==> config.mk <==
export PLATFORM = sky130hd
export DESIGN_NAME = aes_job_sched
export DESIGN_NICKNAME = d
export VERILOG_FILES = /design/src/rtl/aes_job_sched.sv
export SDC_FILE = /design/constraint.sdc
export NUM_CORES = 1
export LEC_CHECK = 0
export BUFFER_PORTS_ARGS = -buffer_cell sky130_fd_sc_hd__buf_4
export CAP_MARGIN = 25
export CORE_AREA = 2 2 609 611
export CTS_CLUSTER_DIAMETER = 40
export DETAILED_ROUTE_END_ITERATION = 7
export DIE_AREA = 0 0 611 613
export PLACE_DENSITY = 0.34
export SLEW_MARGIN = 15
export SYNTH_ARGS = -nofsm -noshare
export SYNTH_HDL_FRONTEND = slang
export SYNTH_SLANG_ARGS = --single-unit
==> constraint.sdc <==
create_clock -name clk -period 1.8 [get_ports clk]
set_clock_uncertainty 0.05 [all_clocks]
set_input_delay 0.09 -clock clk [delete_from_list [all_inputs] [get_ports clk]]
set_output_delay 0.09 -clock clk [all_outputs]
set_load 0.01 [all_outputs]
==> src/rtl/aes_job_sched.sv <==
// rtl/aes_job_sched.sv - round-robin scheduler of A/B AES jobs onto one encrypt and one decrypt core
// Optional RUN watchdog enabled by defining AES_TIMEOUT_EN.
module aes_job_sched #(
  parameter int DW      = 128,
  parameter int RST_CYC = 2
`ifdef AES_TIMEOUT_EN
  , parameter int TIMEOUT_CYC = 512
`endif
) (
  input  logic          clk,
  input  logic          reset,
  input  logic          a_req_valid,
  output logic          a_req_ready,
  input  logic          a_req_mode,
  input  logic [DW-1:0] a_req_data,
  input  logic [DW-1:0] a_req_key,
  output logic          a_rsp_valid,
  input  logic          a_rsp_ready,
  output logic [DW-1:0] a_rsp_data,
  output logic          a_rsp_err,
  input  logic          b_req_valid,
  output logic          b_req_ready,
  input  logic          b_req_mode,
  input  logic [DW-1:0] b_req_data,
  input  logic [DW-1:0] b_req_key,
  output logic          b_rsp_valid,
  input  logic          b_rsp_ready,
  output logic [DW-1:0] b_rsp_data,
  output logic          b_rsp_err,
  output logic          enc_rst,
  output logic [DW-1:0] enc_din,
  output logic [DW-1:0] enc_key,
  input  logic          enc_done,
  input  logic [DW-1:0] enc_ctxt,
  output logic          dec_rst,
  output logic [DW-1:0] dec_entxt,
  output logic [DW-1:0] dec_key,
  input  logic          dec_done,
  input  logic [DW-1:0] dec_ptxt,
  output logic          busy
);
  typedef enum logic [1:0] {IDLE, LOAD, RUN, RESP} state_t;
  localparam int LW = (RST_CYC > 1) ? $clog2(RST_CYC) : 1;

  state_t        state_q, state_d;
  logic          rr_q, rr_d, owner_q, owner_d, mode_q, mode_d, first_q, first_d;
  logic [DW-1:0] data_q, data_d, key_q, key_d;
  logic [DW-1:0] a_data_q, a_data_d, b_data_q, b_data_d;
  logic [LW-1:0] load_q, load_d;
  logic          grant_a, grant_b, sel_done;
  logic [DW-1:0] sel_res;
`ifdef AES_TIMEOUT_EN
  localparam int TW = $clog2(TIMEOUT_CYC + 1);
  logic [TW-1:0] run_q, run_d;
  logic          a_err_q, a_err_d, b_err_q, b_err_d;
`endif

  always_ff @(posedge clk or negedge reset) begin
    if (!reset) begin
      state_q  <= IDLE;
      rr_q     <= 1'b0;
      owner_q  <= 1'b0;
      mode_q   <= 1'b0;
      first_q  <= 1'b0;
      data_q   <= '0;
      key_q    <= '0;
      a_data_q <= '0;
      b_data_q <= '0;
      load_q   <= '0;
`ifdef AES_TIMEOUT_EN
      run_q    <= '0;
      a_err_q  <= 1'b0;
      b_err_q  <= 1'b0;
`endif
    end else begin
      state_q  <= state_d;
      rr_q     <= rr_d;
      owner_q  <= owner_d;
      mode_q   <= mode_d;
      first_q  <= first_d;
      data_q   <= data_d;
      key_q    <= key_d;
      a_data_q <= a_data_d;
      b_data_q <= b_data_d;
      load_q   <= load_d;
`ifdef AES_TIMEOUT_EN
      run_q    <= run_d;
      a_err_q  <= a_err_d;
      b_err_q  <= b_err_d;
`endif
    end
  end

  // rr_q: 0 favours A, 1 favours B when both requesters are valid
  assign grant_a  = a_req_valid && (!b_req_valid || !rr_q);
  assign grant_b  = b_req_valid && (!a_req_valid || rr_q);
  assign sel_done = mode_q ? dec_done : enc_done;
  assign sel_res  = mode_q ? dec_ptxt : enc_ctxt;

  always_comb begin
    state_d     = state_q;
    rr_d        = rr_q;
    owner_d     = owner_q;
    mode_d      = mode_q;
    first_d     = first_q;
    data_d      = data_q;
    key_d       = key_q;
    a_data_d    = a_data_q;
    b_data_d    = b_data_q;
    load_d      = load_q;
    a_req_ready = 1'b0;
    b_req_ready = 1'b0;
    a_rsp_valid = 1'b0;
    b_rsp_valid = 1'b0;
`ifdef AES_TIMEOUT_EN
    run_d       = run_q;
    a_err_d     = a_err_q;
    b_err_d     = b_err_q;
`endif
    unique case (state_q)
      IDLE: begin
        a_req_ready = grant_a;
        b_req_ready = grant_b;
        if (grant_a || grant_b) begin
          owner_d = grant_b;
          mode_d  = grant_b ? b_req_mode : a_req_mode;
          data_d  = grant_b ? b_req_data : a_req_data;
          key_d   = grant_b ? b_req_key  : a_req_key;
          load_d  = '0;
          state_d = LOAD;
        end
      end
      LOAD: begin
        if (load_q == LW'(RST_CYC - 1)) begin
          first_d = 1'b1;
`ifdef AES_TIMEOUT_EN
          run_d   = '0;
`endif
          state_d = RUN;
        end else begin
          load_d = load_q + LW'(1);
        end
      end
      RUN: begin
        first_d = 1'b0;
`ifdef AES_TIMEOUT_EN
        run_d   = run_q + TW'(1);
`endif
        // done may still be stale from the previous job in the first RUN cycle
        if (!first_q && sel_done) begin
          if (owner_q) b_data_d = sel_res;
          else         a_data_d = sel_res;
`ifdef AES_TIMEOUT_EN
          if (owner_q) b_err_d = 1'b0;
          else         a_err_d = 1'b0;
`endif
          state_d = RESP;
        end
`ifdef AES_TIMEOUT_EN
        else if (run_q == TW'(TIMEOUT_CYC - 1)) begin
          if (owner_q) begin b_data_d = '0; b_err_d = 1'b1; end
          else         begin a_data_d = '0; a_err_d = 1'b1; end
          state_d = RESP;
        end
`endif
      end
      RESP: begin
        a_rsp_valid = !owner_q;
        b_rsp_valid = owner_q;
        if (owner_q ? b_rsp_ready : a_rsp_ready) begin
          rr_d    = !owner_q;
          state_d = IDLE;
        end
      end
      default: state_d = IDLE;
    endcase
  end

  assign enc_rst    = !(state_q == RUN && !mode_q);
  assign dec_rst    = !(state_q == RUN && mode_q);
  assign enc_din    = data_q;
  assign enc_key    = key_q;
  assign dec_entxt  = data_q;
  assign dec_key    = key_q;
  assign a_rsp_data = a_data_q;
  assign b_rsp_data = b_data_q;
  assign busy       = (state_q != IDLE);
`ifdef AES_TIMEOUT_EN
  assign a_rsp_err  = a_err_q;
  assign b_rsp_err  = b_err_q;
`else
  assign a_rsp_err  = 1'b0;
  assign b_rsp_err  = 1'b0;
`endif
endmodule
# ---- Word-level counts from Yosys, hierarchy flattened
# Index checks and enable logic that the tools add are counted.
dict set report totals {
  elab_cells 66
  in_bits 778
  ff_bits 519
  out_inout_bits 777
}
dict set report classes {
  n_eq_ne 7
  muxes 20
  add_sub_neg 1
  n_bitwise 1
  reduce_logical 27
}
# cell n
set op_table {}
lappend op_table {{$mux 128} 3}
lappend op_table {{$mux 1} 10}
lappend op_table {{$logic_not 1->1} 8}
lappend op_table {{$mux 2} 4}
lappend op_table {{$ne 2x2->1 const B} 4}
lappend op_table {{$pmux 2 s4} 1}
lappend op_table {{$reduce_and 2->1} 4}
lappend op_table {{$reduce_and 3->1} 2}
lappend op_table {{$reduce_bool 2->1} 3}
lappend op_table {{$logic_and 1x1->1} 5}
lappend op_table {{$eq 2x2->1 const B} 2}
lappend op_table {{$pmux 1 s2} 2}
lappend op_table {{$reduce_and 4->1} 1}
lappend op_table {{$logic_or 1x1->1} 3}
lappend op_table {{$eq 2x1->1 const B} 1}
lappend op_table {{$logic_not 2->1} 1}
lappend op_table {{$add 1x1->1 const B} 1}
lappend op_table {{$not 1->1} 1}

# ---- Depth between registers and ports, before layout
dict set report logic_depth {
  word_depth 6
  ltp_mapped 8
  ltp_nobuf 6
}

# ---- Worst setup path before layout
# No wires, ideal clock.
dict set report synth_timing {
  path_type {flip-flop to flip-flop}
  startpoint {reg state_q[0]}
  endpoint {reg a_data_q[15], in the netlist a_rsp_data[15]}
  arrival_ns 1.670
  n_path_buf 2
  t_required_ns 1.673
  setup_slack_ns 0.003
  period_less_slack_ns 1.797
  setup_time_ns 0.077
  path_stages_with_launch 9
  cell_sequence {dfrtp_1 > inv_1 > ha_1 > inv_1 > nor4_2 > buf_2 > buf_2 > nor2_1 > a21oi_1}
}
dict set report synth_via {
  elab_chain_len 2
}
# element line_no
set synth_lines {}
lappend synth_lines {{start, declared} 45} ;# state_t state_q, state_d;
lappend synth_lines {{start signal, assigned} 76} ;# state_q <= state_d;
lappend synth_lines {{$eq 2x2->1} 120} ;# unique case (state_q)
lappend synth_lines {{$reduce_and 3->1 (no line)} --}
lappend synth_lines {{end signal, assigned} 83} ;# a_data_q <= a_data_d;
lappend synth_lines {{end, declared} 48} ;# logic [DW-1:0] a_data_q, a_data_d, b_data_q, b_data_d;
# No other way between the ends.
# A chain may end at the register's enable or synchronous reset.

# ---- Worst setup path after layout
dict set report layout_timing {
  startpoint {reg state_q[0]}
  endpoint {out a_req_ready}
}
dict set report layout_via {
  elab_chain_len 2
}
# element line_no
set layout_lines {}
lappend layout_lines {{$logic_not 2->1} 120}
lappend layout_lines {{$mux 1} 120}
lappend layout_lines {{end, declared} 13} ;# output logic a_req_ready,
# No other way between the ends.

==> impl_results.md <==
- Outcome: finished, violations left
- Failing checks: negative setup slack
- Post-route setup slack: -320.6 ps
- Final worst path period share: 117.8%
- Crit end category: output pin
- Maxcap violations: 0
- Design area: 63310 sq um
- Syn_area_per_cell: 10.18 sq um
- Post-synthesis cell count: 2387
- Worst Hold Class: in2reg
- Synth unique cells: 24
- Hold_ws: 79.31 ps
- LEAKAGE: 27.49 nW
- IO Count: 1555
- Final Critical Period: 2121 ps
- Largest net degree at the start of global routing: 57
- Final setup vio count: 527
- Vias in the first global route: 31559
- Number of remaining DRC errors: 0
- Worst-Skew Late Latency: 790 ps
- Die width: 611 microns
- Hold Violations, Final: 0
- Die ar.: 374500 sq um
- Slowest cell on the critical path: dfrtp_1
- Starting Density: 6.606%
- EDFF count, synth: 0
- Unrepaired setup endpoints after global routing: true
- Dominant cell type by area after synthesis: dfrtp_1
- Sequential share of the synthesized area: 53.46%
- M1 GR Usage: 14.20%
- Via density: 2.971
- Worst slew margin: 56.09%
- Layout Nets: 5765
- CP Max Fanout: 3
- # port buffers: 1552
- FILL cells: 40572
- Top cells by area, synth: dfrtp_1, mux2i_1, buf_4
- Worst Path Arrival: 1980 ps
- Reg area: 13030 sq um
- Met3 usage: 6.107%
- Total GRT Usage: 14.06%
- Pre-antenna DRT Iters: 5
- Cell area after synthesis: 24290 sq um
- Slew @ Worst Pin: 640.3 ps
- Global route overflow: 0
- Clock sink count: 519
- Initial antenna violation count: 90
- Worst Path Required: 1660 ps
- Clk slew on worst S/H paths: 50 ps
- CP Launch Type: flop
- Post-DRT Antenna Nets: 0
- Area of the multi-input gates: 11730 sq um
- Crit-path cells: inv_2 > buf_6 > ha_4 > buf_6 > inv_4 > a211oi_4 > buf_6
- Delay of the slowest critical-path stage: 400 ps
- Die height: 613 microns
- Flops & latches, synth: 519
- WL final: 278800 microns
- Final Slew Violations: 0
- Busiest layer in global routing: met2
- Predominant post-synthesis flop cell: dfrtp_1
- Layout Area Growth over Synthesis: 160.6%
- Clock tree buffer depth: 4
- Count leader, synth: dfrtp_1
- Met2 global-route usage: 25.28%
- Worst VDD drop: 0.8350 mV
- Async set-reset flop share out of synthesis: 100.0%
- WS Path Type: reg2out
- Layout cells sized above 1: 53.92%
- Synth Warn #: 0
- CP most frequent cell: buf_6
- WL/cell: 28.03 microns
- Top cells by count, synth: dfrtp_1, mux2i_1, buf_4
- Via count: 29553
- First-pass GRT wire length: 339900 microns
- CTS H-tree depth: 4
- Core Rows: 223
- Yosys top cell area share: 53.46%
- Placed inst area: 41810 sq um
- Total power: 109.7 mW
- Peak Freq: 471.6 MHz
- Core area: 367700 sq um
- Hpwl dp: 221600 microns
- DRT iter0 DRCs: 1377
- CTS root buf: clkbuf_16
- CTS tree: yes
- CTS buffer count: 138
- PwrDens: 1733 nW/um^2
- Final estimated routing congestion in global placement: 0.8896
per-layer routing:
layer  share of wire, %  up-vias
met3                9.6      433
met4                4.3       16
li1                   -    13170
met5              0.058        -
met1                 35    14657
met2                 51     1277
per-stage QoR:
| step | util, % | setup slack, ps | TNS [ps] | std cells |
|---|---|---|---|---|
| 6_report | 17.22 | -320.6 | -87880 | 9946 |
| 5_1_grt | 17.21 | -453.8 | -134660 | 9943 |
| 4_1_cts | 16.52 | -464.7 | -115510 | 9881 |
| 3_5_place_dp | 11.37 | -418.7 | -75240 | 8617 |
| 3_3_place_gp | 11.37 | -400.7 | -76820 | 8617 |
| 2_1_floorplan | - | 2.685 | 0 | 2388 |
layout make-up:
type | count | area share, %
clock inverter | 70 | 1.731
clock buffer | 175 | 6.057
antenna | 22 | 0.08696
multi-input combinational | 1449 | 18.53
tap | 4837 | 9.559
timing repair buffer | 2868 | 43.41
inverter | 6 | 0.04348
sequential | 519 | 20.58
critical path: cells and delay by family (launching register included):
kind                     cells  cell delay (ps)
AO/OA/AOI/OAI                1              190
adder cells (fa/ha/maj)      1              130
buffers and inverters        5              480
flip-flops                   1              400
flip-flops by register name, summed over array words and instances, names as in the netlist:
| signal | count |
|---|---|
| a_rsp_data | 128 |
| b_rsp_data | 128 |
| dec_entxt | 128 |
| dec_key | 128 |
| state_q | 2 |
| first_q | 1 |
| load_q | 1 |
| mode_q | 1 |
| owner_q | 1 |
| rr_q | 1 |
logic make-up (layout without fill, tap and decap cells):
family | count (synthesis) | count (layout) | synth area share [%]
AND/OR/NAND/NOR | 528 | 528 | 8.271
AO/OA/AOI/OAI | 525 | 525 | 10.87
flip-flops | 519 | 519 | 53.46
multiplexers | 389 | 389 | 16.03
other | 1 | 24 | 0.01544
buffers and inverters | 420 | 3119 | 11.09
adder cells (fa/ha/maj) | 5 | 5 | 0.2575
power breakdown:
group          total (mW)  internal, mW  switching [mW]
Combinational        57.0          26.2            30.8
Sequential           26.0          17.6            8.44
Clock                26.7          18.0            8.70
placed cells by master (no fill, tap or decap), types with 4 or more instances in the layout:
| cell type | Yosys | layout |
|---|---|---|
| buf_8 | 0 | 41 |
| diode_2 | 0 | 22 |
| clkinv_16 | 0 | 5 |
| buf_6 | 0 | 99 |
| buf_4 | 265 | 1670 |
| a21oi_4 | 0 | 7 |
| clkinv_2 | 0 | 14 |
| buf_12 | 0 | 98 |
| nor2_1 | 260 | 111 |
| dfrtp_2 | 0 | 10 |
| a21oi_2 | 0 | 174 |
| nand2_1 | 262 | 253 |
| a21oi_1 | 259 | 78 |
| dlygate4sd3_1 | 0 | 864 |
| clkinvlp_4 | 0 | 9 |
| dfrtp_4 | 0 | 7 |
| bufinv_16 | 0 | 20 |
| dfrtp_1 | 519 | 502 |
| mux2i_4 | 0 | 95 |
| nor2_2 | 0 | 40 |
| mux2i_2 | 0 | 32 |
| o21ai_2 | 1 | 10 |
| clkbuf_16 | 0 | 162 |
| bufbuf_16 | 0 | 4 |
| nor2_4 | 0 | 109 |
| nand2_2 | 0 | 8 |
| o21ai_0 | 180 | 99 |
| clkinv_4 | 0 | 11 |
| buf_16 | 0 | 70 |
| clkbuf_8 | 0 | 20 |
| mux2i_1 | 388 | 261 |
| clkbuf_1 | 44 | 15 |
| inv_6 | 0 | 9 |
| o21ai_1 | 81 | 151 |
worst paths after layout:
path / startpoint / endpoint / slack [ps] / depth (start not counted)
max reg2reg: mode_q / a_rsp_data[2] / -290 / 10
min reg2reg: dec_entxt[125] / dec_entxt[125] / 460 / 2
max in group asynchronous: reset / dec_key[107] / 430 / 6
min: b_req_key[29] / dec_key[29] / 80 / 4
min in group asynchronous: reset / b_rsp_data[58] / 400 / 4
max: state_q[0] / a_req_ready / -320 / 7
timing repair:
action	4_1_cts	5_1_grt
hold buffers	865	0
setup buffers	121	50
gates resized for setup	607	592
cloned	63	29
pin swaps	13	32
endpoints found under the hold margin	1036	0
setup endpoints to repair	646	561
No activity file was read; power rests on OpenSTA's default activity.
